<file path="config.mk">
export PLATFORM = sky130hd
export DESIGN_NAME = burst_accumulator
export DESIGN_NICKNAME = d
export VERILOG_FILES = /design/src/rtl/burst_accumulator.sv
export SDC_FILE = /design/constraint.sdc
export NUM_CORES = 1
export LEC_CHECK = 0
export ABC_AREA = 1
export BUFFER_PORTS_ARGS = -buffer_cell sky130_fd_sc_hd__clkbuf_2
export CORE_AREA = 2 2 52 54
export CTS_CLUSTER_SIZE = 20
export DETAILED_ROUTE_END_ITERATION = 6
export DIE_AREA = 0 0 54 56
export GPL_TIMING_DRIVEN = 0
export PLACE_DENSITY = 0.75
export SLEW_MARGIN = 20
export SYNTH_ARGS = -nofsm -noshare
export SYNTH_HDL_FRONTEND = slang
export SYNTH_SLANG_ARGS = --single-unit
</file>
<file path="constraint.sdc">
create_clock -name clk -period 1.7 [get_ports clk]
set_input_delay 0.425 -clock clk [delete_from_list [all_inputs] [get_ports clk]]
set_output_delay 0.425 -clock clk [all_outputs]
set_load 0.005 [all_outputs]
</file>
<file path="src/rtl/burst_accumulator.sv">
// Burst accumulator: sums BURST_LEN unsigned samples over a valid/ready input and
// presents the total on a valid/ready output. Optional ACC_SAT_EN saturates instead of wrapping.
module burst_accumulator #(
    parameter int WIDTH     = 5,
    parameter int ACC_WIDTH = 8,
    parameter int BURST_LEN = 4
) (
    input  logic                 clk,
    input  logic                 rst_n,
    input  logic                 clear,
    input  logic [WIDTH-1:0]     in_data,
    input  logic                 in_valid,
    output logic                 in_ready,
    output logic [ACC_WIDTH-1:0] out_sum,
    output logic                 out_ovf,
    output logic                 out_valid,
    input  logic                 out_ready
);

    localparam int              CNT_W    = (BURST_LEN > 1) ? $clog2(BURST_LEN) : 1;
    localparam logic [CNT_W-1:0] LAST_CNT = CNT_W'(BURST_LEN - 1);

    localparam logic [0:0] ST_ACCUM = 1'b0;
    localparam logic [0:0] ST_DONE  = 1'b1;

    logic [0:0]           state;
    logic [ACC_WIDTH-1:0] acc;
    logic [CNT_W-1:0]     count;
    logic                 ovf;

    logic [ACC_WIDTH:0]   sum_wide;
    logic [ACC_WIDTH-1:0] acc_next;
    logic                 ovf_next;
    logic                 accept;
    logic                 deliver;
    logic                 last;

    // The top bit of the widened sum is the carry out of the accumulator.
    assign sum_wide = {1'b0, acc} + (ACC_WIDTH + 1)'(in_data);
`ifdef ACC_SAT_EN
    assign acc_next = sum_wide[ACC_WIDTH] ? {ACC_WIDTH{1'b1}} : sum_wide[ACC_WIDTH-1:0];
`else
    assign acc_next = sum_wide[ACC_WIDTH-1:0];
`endif
    assign ovf_next  = ovf | sum_wide[ACC_WIDTH];

    assign in_ready  = (state == ST_ACCUM);
    assign out_valid = (state == ST_DONE);
    assign accept    = in_valid & in_ready;
    assign deliver   = out_valid & out_ready;
    assign last      = (count == LAST_CNT);

    // Clear outranks both a same-cycle accept and a same-cycle delivery.
    always_ff @(posedge clk or negedge rst_n) begin
        if (!rst_n) begin
            state   <= ST_ACCUM;
            acc     <= '0;
            count   <= '0;
            ovf     <= 1'b0;
            out_sum <= '0;
            out_ovf <= 1'b0;
        end else if (clear) begin
            state <= ST_ACCUM;
            acc   <= '0;
            count <= '0;
            ovf   <= 1'b0;
        end else begin
            case (state)
                ST_ACCUM: begin
                    if (accept) begin
                        if (last) begin
                            out_sum <= acc_next;
                            out_ovf <= ovf_next;
                            acc     <= '0;
                            count   <= '0;
                            ovf     <= 1'b0;
                            state   <= ST_DONE;
                        end else begin
                            acc   <= acc_next;
                            count <= count + CNT_W'(1);
                            ovf   <= ovf_next;
                        end
                    end
                end
                ST_DONE: begin
                    if (deliver) begin
                        state <= ST_ACCUM;
                    end
                end
                default: state <= ST_ACCUM;
            endcase
        end
    end

endmodule
</file>
== Word-level counts from Yosys, hierarchy flattened ==
Cells that the tools add are included.

* RAM bits: 0
* Bits in registers: 21
* Logic and storage cells: 35
* Memories: 0
* Input bits: 10
* Output and inout bits: 11
* Latch bits: 0
* ROM bits: 0

* Shift operators: 0
* $lt $le $gt $ge: 0
* $mul: 0
* Reduce and logical (&&, ||, !) cells: 3
* Eq/ne operators: 2
* Bitwise gates (word level): 5
* Muxes and demuxes: 17
* $add $sub $neg: 2
* Divide/modulo/power cells: 0

{| class="wikitable"
|+ Operators by type and width
! operator !! number
|-
| $mux W8 || 4
|-
| $add A8 B5 Y9 || 1
|-
| $mux W1 || 8
|-
| $mux W2 || 4
|-
| $reduce_and A4 Y1 || 1
|-
| $add A2 B1 Y2 const B || 1
|-
| $and A1 B1 Y1 || 2
|-
| $eq A2 B2 Y1 const B || 1
|-
| $ne A2 B2 Y1 const B || 1
|-
| $not A1 Y1 || 2
|-
| $pmux W1 S2 || 1
|-
| $reduce_and A2 Y1 || 1
|-
| $reduce_bool A2 Y1 || 1
|-
| $or A1 B1 Y1 || 1
|}

== Logic depth before layout (Yosys ltp) ==
Gate-level depths: netlist of run 1.

* Depth in word-level cells: 6
* Mapped depth: 9

== Least setup slack after synthesis of run 1 ==
OpenSTA, ideal clock, no wires.

* Path kind: input port to flip-flop
* From: input in_data[0]
* To: register acc[6]
* Cell stages on the path: 8
* Arrival time: 1,469 ps
* Path buffers: 0
* Slack: 113 ps
* Data required time: 1,583 ps
* Cell sequence: ha_1 > fa_1 > nand2_1 > nand2_1 > nand3_1 > nand3b_1 > nand3_1 > nand2_1

* Word-level cells in the longest chain between the ends: 5

{| class="wikitable"
|+ Ends and longest elaborated chain
! what !! RTL line !! RTL
|-
| start, declared || 11 || <nowiki>input logic [WIDTH-1:0] in_data,</nowiki>
|-
| $add A8 B5 Y9 || 39 || <nowiki>assign sum_wide = {1'b0, acc} + (ACC_WIDTH + 1)'(in_data);</nowiki>
|-
| $mux W8 || 71 || <nowiki>if (last) begin</nowiki>
|-
| $mux W8 || 70 || <nowiki>if (accept) begin</nowiki>
|-
| $mux W8 || 68 || <nowiki>case (state)</nowiki>
|-
| $mux W8 || 62 || <nowiki>end else if (clear) begin</nowiki>
|-
| end signal, assigned || 79 || <nowiki>acc <= acc_next;</nowiki>
|-
| end, declared || 27 || <nowiki>logic [ACC_WIDTH-1:0] acc;</nowiki>
|}

No other way between the ends. The select of a mux whose other input is x is not followed.
A chain may end at the register's enable or synchronous reset.

== Final worst setup path of run 1 ==
* From: register acc[0]
* To: register out_sum[6]

* Word-level cells in the longest chain between the ends: 1

{| class="wikitable"
|+ Ends and longest elaborated chain
! what !! RTL line !! RTL
|-
| $add A8 B5 Y9 || 39 ||
|-
| end signal, assigned || 72 || <nowiki>out_sum <= acc_next;</nowiki>
|-
| end, declared || 14 || <nowiki>output logic [ACC_WIDTH-1:0] out_sum,</nowiki>
|}

No other way between the ends.

==> metrics.md, run 1 <==
| Metric | Value |
|---|---|
| Result of the run | finished, final reports clean |
| Area added between synthesis and finish | 15.91% |
| Cts bufs inserted | 3 |
| Data arrival at the endpoint of the critical path | 1.77 ns |
| Io pins | 21 |
| H-tree levels | 1 |
| Worst setup path endpoint | out_sum[6]$_DFFE_PN0P_ |
| Xor-xnor portion of the synthesized cell area | ~1.5% |
| Number of violations reported at the end of detailed-routing iteration 0 | 13 |
| Highest metal layer used by the detailed router | met4 |
| Clock Sinks | 21 |
| Transition time at the pin with the least slew margin | 0.5236 ns |
| Diodes inserted | 0 |
| Share of post-route cells with drive strength above 1 | approximately a quarter |
| RePlAce Congestion | 0.8269 |
| Dpl cells | 200 |
| R2R depth | 8 |
| Pin count of the biggest net entering global routing | 22 |
| Dominant combinational cell family by area after synthesis | simple AND/OR/NAND/NOR gates |
| Mean instance size in the synthesized netlist | about 7.9 um^2 |
| Slowest Stage Delay on Critical Path | 0.40 ns |
| Synth Area in Compound Gates | 5.374% |
| Via count of the first global-routing pass | 983 |
| Die width | between 50 and 60 um |
| Syn Nets | 167 |
| Tot GR Track Use | between 10% and 20% |
| HPWL reported at the end of detailed placement | ~1800 um |
| Synthesized instance count | 150 |
| Post-synth top area cell | dfrtp_1 |
| Max Cap Violations | 0 |
| Drc violations | 0 |
| Crit path launch type | flop |
| CTS tree | built |
| Area share of the largest cell type after synthesis | 44.26% |
| Flip-flop and latch count after synthesis | 21 |
| CP Cell Sequence | ha_2 -> fa_2 -> nand2_1 -> nand2_1 -> nand3_2 -> nand3b_1 -> nand3_1 -> nand2_1 |
| Die outline area | 0.003024 mm^2 |
| Number of buffers on the longest clock path | 2 |
| Type of the most critical hold path | in -> async |
| Post-layout util | roughly 57% |
| Cell with the largest stage delay on the worst path | dfrtp_1 |
| Startpoint of the lowest-slack register-to-register path | acc[0]$_DFFE_PN0P_ |
| Total via count in the routed design | around 1,000 |
| Max-slew violation count | 0 |
| List of most frequent post-synthesis cells | nand2_1 (61), dfrtp_1 (21), inv_1 (17), nand3_1 (16), ha_1 (6) |
| Detailed-routing iteration count for the pre-antenna-repair pass | 4 |
| Final Critical Period | roughly 1.6 ns |
| Initial Utilization | around 49% |
| Worst EP required | 1.91 ns |
| Critical Path Fanout Max | 3 |
| Ys Warns | 0 |
| Post-synthesis share of cell area spent on and, or, nand and nor gates | approximately 33% |
| Number of distinct standard cells referenced by the synthesized netlist | 25 |
| Cell area after synthesis | ~0.0012 mm^2 |
| Commonest register cell after synthesis | dfrtp_1 |
| Antenna violations before repair | 0 |
| Chip height | about 56 um |
| Total congestion overflow | 0 |
| Count of input and output buffers | 20 |
| Number of synthesized flops with an enable pin | 0 |
| Leading cell type by number of instances after synthesis | nand2_1 |
| Final Hold Fails | 0 |
| Adder-cell share of the synthesized area | 8.008% |
| Total Routed Length | 2364 um |
| Post-route non-filler standard cell count | between 200 and 250 |
| WL met1 | between 1000 and 1500 um |
| Mux cell area share after synthesis | 0% |
| Register-to-Register Setup Slack | approximately 0.14 ns |
| Maximum clock frequency | roughly 640 MHz |
| Period Utilization, post-route | between 90% and 100% |
| Lkg Pwr | approximately 0.8 nW |
| RR Endpoint | out_sum[6]$_DFFE_PN0P_ |
| Clock skew after layout | between 0.006 and 0.007 ns |
| Wire length per cell after detailed routing | ~12 um |
| Via count normalized by instance count | ~4.9 |
| First-pass GRT wire length | ~4200 um |
| Most common cell type on the critical path | nand2_1 |
| Met2 WL | roughly 1200 um |
| Core Footprint | between 0.002 and 0.0025 mm^2 |
| Largest voltage drop on the vdd net | between 0.0004 and 0.0005 V |
| Source-to-sink clock delay at the later pin of the worst-skew pair | 0.30 ns |
| Cell row count | 18 |
| Clock-pin slew reported for the worst setup and hold paths after clock tree synthesis | 0.12 ns |
| Asr flop ratio synth | 100.0% |
| Classification of the worst setup path | reg -> reg |
| Tightest slew margin relative to the limit | approximately two thirds |
| Total Negative Setup Slacks | 0 ns |
| Pwr per Cell Area | approximately 800 mW/mm^2 |
| Final layout net count | just under 200 |
| Total of endpoints with negative setup slack in the final report | 0 |
| Part of the Yosys area used for sequential elements | between 40 and 50% |
| Setup crit end kind | flop |
| Largest cells by area after synthesis | dfrtp_1 (44%), nand2_1 (19%), nand3_1 (6.7%) |
| Hold bufs inserted after CTS | 0 |
| Routed length on met3 | between 70 and 80 um |
| Post-detailed-route count of antenna-violating nets | 0 |
| Clock tree root buffer cell | clkbuf_4 |
| Crit path from | acc[0]$_DFFE_PN0P_ |
worst max-delay path: cells and delay by family, from the launching register on:
family | cells | cell delay, ns
flops | 1 | 0.40
simple gates | 6 | 0.53
fa+ha+maj | 2 | 0.55
layout make-up:
cell class	instances	area, um^2
timing repair buffer	21	107.6
tap	30	37.54
fill	228	1056
sequential	21	525.5
multi-input combinational	106	583.1
inverter	21	80.08
buffer	2	16.27
clock buffer	4	26.28
state kept, by name, indices dropped and copies added, names as in the netlist:
register   cells
out_ovf        1
ovf            1
count          2
out_valid      1
acc            8
out_sum        8
where the power goes:
| group | switching, mW | internal [mW] |
|---|---|---|
| logic | 0.160 | 0.109 |
| registers | 0.0263 | 0.546 |
| clock network | 0.149 | 0.0914 |
| total | 0.335 | 0.747 |
cell usage in the layout, fill, tap and decap left out, drive strengths merged, types with 2 or more instances in the layout:
| master | count |
|---|---|
| buf | 3 |
| clkbuf | 24 |
| clkinv | 2 |
| dfrtp | 21 |
| ha | 6 |
| inv | 19 |
| nand2 | 63 |
| nand3 | 16 |
| nor2 | 5 |
| o21ai | 8 |
how the worst min path moves through the flow:
stage                              to  slack (ns)  start
4_1_cts          count[0]$_DFFE_PN0P_        0.09  rst_n
2_1_floorplan      acc[0]$_DFFE_PN0P_        0.13  rst_n
3_5_place_dp     count[0]$_DFFE_PN0P_        0.43  rst_n
5_1_grt        out_sum[0]$_DFFE_PN0P_        0.10  rst_n
6_report              ovf$_DFFE_PN0P_        0.07  rst_n
3_3_place_gp     count[1]$_DFFE_PN0P_        0.42  rst_n
cells by family (layout without fill, tap and decap cells):
kind of cell / after synthesis / in the layout
flip-flops: 21 / 21
AND/OR/NAND/NOR: 87 / 87
AO/OA/AOI/OAI: 10 / 10
adder cells (fa/ha/maj): 7 / 7
buffers and inverters: 23 / 48
XOR/XNOR: 2 / 2
timing repair:
action	CTS	global route
gates resized for setup	0	4
endpoints found under the setup margin	0	6
setup buffers	0	1
per-stage QoR:
stage / setup WS (ns) / area, um^2 / hold slack [ns] / total power [mW]
2_1_floorplan: 0.1134 / 1187 / 0.1294 / 0.7492
3_3_place_gp: -0.07606 / 1325 / 0.4210 / 0.8251
3_5_place_dp: -0.09000 / 1325 / 0.4323 / 0.8380
4_1_cts: 0.02309 / 1351 / 0.09255 / 1.080
5_1_grt: -0.002034 / 1376 / 0.1041 / 1.153
6_report: 0.1402 / 1376 / 0.07303 / 1.082
layer usage:
metal  vias up  global-route usage, %
met5         -                      0
met4         0                  5.357
met3         4                  2.688
met2        14                  29.44
met1       469                  25.21
li1        517                      -
Power figures use the tool's default switching activity.
==> run 2: changes to the inputs <==
--- a/config.mk
+++ b/config.mk
@@ -7,12 +7,11 @@
 export LEC_CHECK = 0
 export ABC_AREA = 1
 export BUFFER_PORTS_ARGS = -buffer_cell sky130_fd_sc_hd__clkbuf_2
-export CORE_AREA = 2 2 52 54
+export CORE_AREA = 2 2 43 65
 export CTS_CLUSTER_SIZE = 20
 export DETAILED_ROUTE_END_ITERATION = 6
-export DIE_AREA = 0 0 54 56
-export GPL_TIMING_DRIVEN = 0
-export PLACE_DENSITY = 0.75
+export DIE_AREA = 0 0 45 67
+export PLACE_DENSITY = 0.74
 export SLEW_MARGIN = 20
 export SYNTH_ARGS = -nofsm -noshare
 export SYNTH_HDL_FRONTEND = slang
==> constraint.sdc (replaced) <==
create_clock -name clk -period 1.94 [get_ports clk]
set_input_delay 0.485 -clock clk [delete_from_list [all_inputs] [get_ports clk]]
set_output_delay 0.485 -clock clk [all_outputs]
set_load 0.005 [all_outputs]
==> run 2 against run 1 <==
Effect of this change:
- power down 14%
- fmax down 5.6%
- sequential power down 12%
- critical path type unchanged
- largest power group unchanged
==> metrics.md, run 2 (synthesis gave the netlist of run 1 again) <==
| Metric | Value |
|---|---|
| Gates resized, CTS repair | 0 (unchanged) |
| CP Cell Sequence | ha_1 -> fa_1 -> nand2_1 -> nand2_1 -> nand3_1 -> nand3b_1 -> nand3_1 -> nand2_1 |
| Cell with the largest stage delay on the worst path | dfrtp_1 |
| Lkg Pwr | 0.8034 nW (-2.4%) |
| Total Routed Length | 2344 um (-0.85%) |
| Max-slew violation count | 0 (unchanged) |
| Hold bufs inserted after CTS | 0 (unchanged) |
| CTS tree | built |
| Transition time at the pin with the least slew margin | 0.5326 ns (+0.009024 ns) |
| Type of the most critical hold path | in -> async |
| Non-Filler Cell Area, Final | 0.001328 mm^2 (-3.5%) |
| Max Cap Violations | 0 (unchanged) |
| Final Critical Period | 1.653 ns (+0.09277 ns) |
| Cts bufs inserted | 3 (unchanged) |
| Final Hold Fails | 0 (unchanged) |
| Clock-pin slew reported for the worst setup and hold paths after clock tree synthesis | 0.12 ns (about the same) |
| Pwr per Cell Area | 704.8 mW/mm^2 (-10%) |
| Via count of the first global-routing pass | 1,011 (+2.8%) |
| Pin count of the biggest net entering global routing | 22 (unchanged) |
| Period Utilization, post-route | 85.19% (-6.6 points) |
| Wire length per cell after detailed routing | 11.96 um (+3.7%) |
| Post-detailed-route count of antenna-violating nets | 0 (unchanged) |
| Count of input and output buffers | 20 (unchanged) |
| First-pass GRT wire length | 4098 um (-1.7%) |
| Core Footprint | 0.002422 mm^2 (-0.41%) |
| Most common cell type on the critical path | nand2_1 |
| Total via count in the routed design | 989 (-1.5%) |
| Placed Instance Area | 0.001301 mm^2 (-1.8%) |
| Clock tree root buffer cell | clkbuf_4 |
| H-tree levels | 1 (unchanged) |
| Worst EP required | 2.15 ns (+0.24 ns) |
| Initial Utilization | 49.02% (+0.20 points) |
| Tightest slew margin relative to the limit | 64.49% (-0.60 points) |
| Crit path launch type | flop |
| Leading registers by flop count | acc (8), out_sum (8), count (2) |
| Number of post-CTS setup repair buffers | 0 (unchanged) |
| Most common library cell in the layout ignoring fill and taps | nand2_1 |
| Diodes inserted | 0 (unchanged) |
| Detailed-routing iteration count for the pre-antenna-repair pass | 4 (unchanged) |
| Chip height | 67 um (+20%) |
| Critical Path Fanout Max | 3 (unchanged) |
| Total Negative Setup Slacks | 0 ns (unchanged) |
| Data arrival at the endpoint of the critical path | 1.86 ns (+0.09 ns) |
| Tot GR Track Use | 18.76% (+0.40 points) |
| Largest voltage drop on the vdd net | 0.0004589 V (-1.8%) |
| Drc violations | 0 (unchanged) |
| Highest-count cells in the layout ignoring fill and taps | nand2_1 (61), dfrtp_1 (21), clkbuf_2 (20), inv_1 (17), nand3_1 (16) |
| Io pins | 21 (unchanged) |
| Final layout net count | 190 (-1.6%) |
| Die width | 45 um (-17%) |
| Slowest Stage Delay on Critical Path | 0.40 ns (about the same) |
| Share of post-route cells with drive strength above 1 | 19.77% (-3.7 points) |
| Area added between synthesis and finish | 11.80% |
| Maximum clock frequency | 605.1 MHz (-5.6%) |
| Clock Sinks | 21 (unchanged) |
| Number of violations reported at the end of detailed-routing iteration 0 | 14 (+1) |
| Setup crit end kind | flop |
| Die outline area | 0.003015 mm^2 (-0.30%) |
| HPWL reported at the end of detailed placement | 1774 um (+0.45%) |
| Antenna violations before repair | 0 (unchanged) |
| Source-to-sink clock delay at the later pin of the worst-skew pair | 0.31 ns (about the same) |
| Cell row count | 22 (+4) |
| Via count normalized by instance count | 5.046 (+3.0%) |
| Classification of the worst setup path | reg -> reg |
| RSZ-0062 raised after global routing | false |
| Total congestion overflow | 0 (unchanged) |
| Clock skew after layout | 0.004361 ns (-0.002473 ns) |
| Total of endpoints with negative setup slack in the final report | 0 (unchanged) |
| Result of the run | finished, final reports clean |
| RePlAce Congestion | 0.8480 (+2.6%) |
| Number of buffers on the longest clock path | 2 (unchanged) |
[run 2: path summary, 6_finish.rpt]
kind                                            from                endpoint  slack, ns  depth (start not counted)
worst max-delay path              acc[0]$_DFFE_PN0P_      acc[6]$_DFFE_PN0P_       0.29                          8
worst min-delay path                           rst_n  out_sum[3]$_DFFE_PN0P_       0.13                          1
worst max register to register    acc[0]$_DFFE_PN0P_      acc[6]$_DFFE_PN0P_       0.29                          8
worst min register to register  count[1]$_DFFE_PN0P_    count[1]$_DFFE_PN0P_       0.49                          2
max in group asynchronous                      rst_n      acc[4]$_DFFE_PN0P_       1.45                          1
min in group clk                           out_ready     out_valid$_DFF_PN0_       0.33                          2
[run 2: stage by stage]
step	power [mW]	util [%]	hold slack [ns]	instances	worst slack (ns)
after global routing	0.9918	54.80	0.1602	196	0.1862
final	0.9356	54.80	0.1274	196	0.2874
after floorplan	0.6565	-	0.1894	150	0.2934
after CTS	0.9421	54.80	0.1399	196	0.2780
after global placement	0.7211	53.72	0.4621	192	0.1275
after detailed placement	0.7297	53.72	0.4679	192	0.09337
[run 2: final cells by class]
type	instances	area, um^2
timing repair buffer	20	100.1
fill	245	1095
multi-input combinational	106	565.5
clock buffer	4	26.28
tap	24	30.03
inverter	21	80.08
sequential	21	525.5
[run 2: worst max-delay path: cells and delay by family (launching register included)]
family	cells	cell delay (ns)
flip-flops	1	0.40
AND/OR/NAND/NOR	6	0.53
adder cells (fa/ha/maj)	2	0.62
[run 2: metal layers]
layer | global-route usage, % | part of all wire, %
met2 | 32.50 | 51
met3 | 2.168 | 3.2
met4 | 12.87 | 3.2
met1 | 20.27 | 42
met5 | 0 | 0
[run 2: power breakdown]
group	total (mW)	internal (mW)	switching, mW
Clock	0.216	0.0803	0.135
Combinational	0.214	0.0871	0.127
Sequential	0.506	0.479	0.0273
Total	0.936	0.646	0.290
==> run 3: changes to the inputs <==
--- a/config.mk
+++ b/config.mk
@@ -6,7 +6,7 @@
 export NUM_CORES = 1
 export LEC_CHECK = 0
 export ABC_AREA = 1
-export BUFFER_PORTS_ARGS = -buffer_cell sky130_fd_sc_hd__clkbuf_2
+export BUFFER_PORTS_ARGS = -buffer_cell sky130_fd_sc_hd__buf_2
 export CORE_AREA = 2 2 43 65
 export CTS_CLUSTER_SIZE = 20
 export DETAILED_ROUTE_END_ITERATION = 6
==> run 3 against run 2 <==
Effect of this change:
- power is 0.61% lower
- cell count unchanged
- critical path type unchanged
- critical path depth unchanged
- clock skew decreased by 0.00091 ns
- wire length fell by 3.5%
- first-iteration DRC count up 86%
==> metrics.md, run 3 (synthesis gave the netlist of run 1 again) <==
| Metric | Value |
|---|---|
| Cts bufs inserted | 3 (unchanged) |
| Diodes inserted | 0 (unchanged) |
| Number of post-CTS setup repair buffers | 0 (unchanged) |
| Final Hold Fails | 0 (unchanged) |
| Die width | 45 um (unchanged) |
| Clock skew after layout | 0.003451 ns (-0.0009094 ns) |
| Final Critical Period | 1.613 ns (-0.03946 ns) |
| Setup crit end kind | flop |
| Slowest Stage Delay on Critical Path | 0.40 ns (about the same) |
| Gates resized, CTS repair | 0 (unchanged) |
| Category of cells accounting for the largest share of critical-path delay | adder cells |
| Most common library cell in the layout ignoring fill and taps | nand2_1 |
| Core Footprint | 0.002422 mm^2 (unchanged) |
| Crit path buf inv count | 0 (unchanged) |
| Via count of the first global-routing pass | 1,004 (-0.69%) |
| Maximum clock frequency | 619.9 MHz (+2.4%) |
| Chip height | 67 um (unchanged) |
| Final layout net count | 190 (unchanged) |
| CP Cell Sequence | ha_1 -> fa_1 -> nand2_1 -> nand2_1 -> nand3_1 -> nand3b_1 -> nand3_1 -> nand2_1 |
| Crit path launch type | flop |
| Initial Utilization | 49.02% (unchanged) |
| Cell row count | 22 (unchanged) |
| Non-Filler Cell Area, Final | 0.001328 mm^2 (unchanged) |
| Via count normalized by instance count | 5.148 (+2.0%) |
| First-pass GRT wire length | 3967 um (-3.2%) |
| Post-layout util | 54.80% (unchanged) |
| Share of post-route cells with drive strength above 1 | 19.77% (unchanged) |
| Clock-pin slew reported for the worst setup and hold paths after clock tree synthesis | 0.12 ns (about the same) |
| Post-detailed-route count of antenna-violating nets | 0 (unchanged) |
| CTS tree | built |
| Classification of the worst setup path | reg -> reg |
| Total congestion overflow | 0 (unchanged) |
| Clock Sinks | 21 (unchanged) |
| Max Cap Violations | 0 (unchanged) |
| Pin count of the biggest net entering global routing | 22 (unchanged) |
| Post-route non-filler standard cell count | 196 (unchanged) |
| Pwr per Cell Area | 700.5 mW/mm^2 (-0.61%) |
| Total Negative Setup Slacks | 0 ns (unchanged) |
| Most common cell type on the critical path | nand2_1 |
| Data arrival at the endpoint of the critical path | 1.82 ns (-0.04 ns) |
| Dpl cells | 192 (unchanged) |
| RSZ-0062 raised after global routing | false |
| Area added between synthesis and finish | 11.80% (unchanged) |
| Source-to-sink clock delay at the later pin of the worst-skew pair | 0.30 ns (about the same) |
| Hold bufs inserted after CTS | 0 (unchanged) |
| Result of the run | finished, final reports clean |
| Leading registers by flop count | acc (8), out_sum (8), count (2) |
| Drc violations | 0 (unchanged) |
| Count of input and output buffers | 20 (unchanged) |
| Antenna violations before repair | 0 (unchanged) |
| Clock tree root buffer cell | clkbuf_4 |
| Worst EP required | 2.15 ns (about the same) |
| Tot GR Track Use | 17.60% (-1.2 points) |
| Lkg Pwr | 0.8083 nW (+0.60%) |
| Critical Path Fanout Max | 3 (unchanged) |
| Total via count in the routed design | 1,009 (+2.0%) |
| Largest voltage drop on the vdd net | 0.0004855 V (+5.8%) |
| Number of violations reported at the end of detailed-routing iteration 0 | 26 (+12) |
| Number of buffers on the longest clock path | 2 (unchanged) |
| HPWL reported at the end of detailed placement | 1723 um (-2.9%) |
| Total Routed Length | 2263 um (-3.5%) |
| Max-slew violation count | 0 (unchanged) |
| Wire length per cell after detailed routing | 11.55 um (-3.5%) |
| Transition time at the pin with the least slew margin | 0.4680 ns (-0.06460 ns) |
| Io pins | 21 (unchanged) |
| Total of endpoints with negative setup slack in the final report | 0 (unchanged) |
| Die outline area | 0.003015 mm^2 (unchanged) |
| Cell with the largest stage delay on the worst path | dfrtp_1 |
| Detailed-routing iteration count for the pre-antenna-repair pass | 4 (unchanged) |
| H-tree levels | 1 (unchanged) |
| RePlAce Congestion | 0.8478 (about the same) |
| Period Utilization, post-route | 83.15% (-2.0 points) |
| Type of the most critical hold path | in -> async |
| Placed Instance Area | 0.001301 mm^2 (unchanged) |
| Highest-count cells in the layout ignoring fill and taps | nand2_1 (61), dfrtp_1 (21), buf_2 (20), inv_1 (17), nand3_1 (16) |
| Tightest slew margin relative to the limit | 68.80% (+4.3 points) |
## run 3: changes by cell type in the layout (fill, tap and decap cells not counted), sizes merged
| cell | previous run | this run |
|---|---|---|
| buf | 0 | 20 |
| clkbuf | 24 | 4 |
## run 3: cell type report
cell class,count,area [um^2]
sequential,21,525.5
multi-input combinational,106,565.5
clock buffer,4,26.28
inverter,21,80.08
timing repair buffer,20,100.1
tap,24,30.03
fill,244,1095
## run 3: through the flow
step | hold WS, ns | setup WS (ns) | power [mW]
final | 0.1153 | 0.3269 | 0.9299
after global placement | 0.4597 | 0.1111 | 0.7203
after floorplan | 0.1894 | 0.2934 | 0.6565
after global routing | 0.1544 | 0.1859 | 0.9857
after detailed placement | 0.4606 | 0.09528 | 0.7284
after CTS | 0.1265 | 0.3146 | 0.9382
## run 3: where the power goes
part / switching, mW / leakage [nW] / internal (mW)
combinational: 0.125 / 0.507 / 0.0869
clock: 0.133 / 0.0150 / 0.0802
sequential: 0.0263 / 0.286 / 0.479
total: 0.284 / 0.808 / 0.646
## run 3: worst paths after layout
check | to | from | cells past startpoint | slack, ns
worst max-delay path | out_sum[6]$_DFFE_PN0P_ | acc[0]$_DFFE_PN0P_ | 8 | 0.33
worst max register to register | out_sum[6]$_DFFE_PN0P_ | acc[0]$_DFFE_PN0P_ | 8 | 0.33
worst min register to register | out_sum[3]$_DFFE_PN0P_ | out_sum[3]$_DFFE_PN0P_ | 2 | 0.49
min in group clk | out_valid$_DFF_PN0_ | out_ready | 2 | 0.34
worst min-delay path | acc[3]$_DFFE_PN0P_ | rst_n | 1 | 0.12
max in group asynchronous | count[0]$_DFFE_PN0P_ | rst_n | 1 | 1.50
## run 3: metal layers
layer | routed length (um) | global-route usage (%)
met5 | 0 | 0
met3 | 113 | 1.897
met4 | 44 | 7.721
met1 | 926 | 20.72
met2 | 1179 | 30.89
## run 3: worst reg2reg max path: stages, from the launching register on
cell and delay [ns]:
dfrtp_1 0.40, ha_1 0.22, fa_1 0.40, nand2_1 0.08, nand2_1 0.08, nand3_1 0.10
nand3b_1 0.10, nand3_1 0.10, nand2_1 0.05
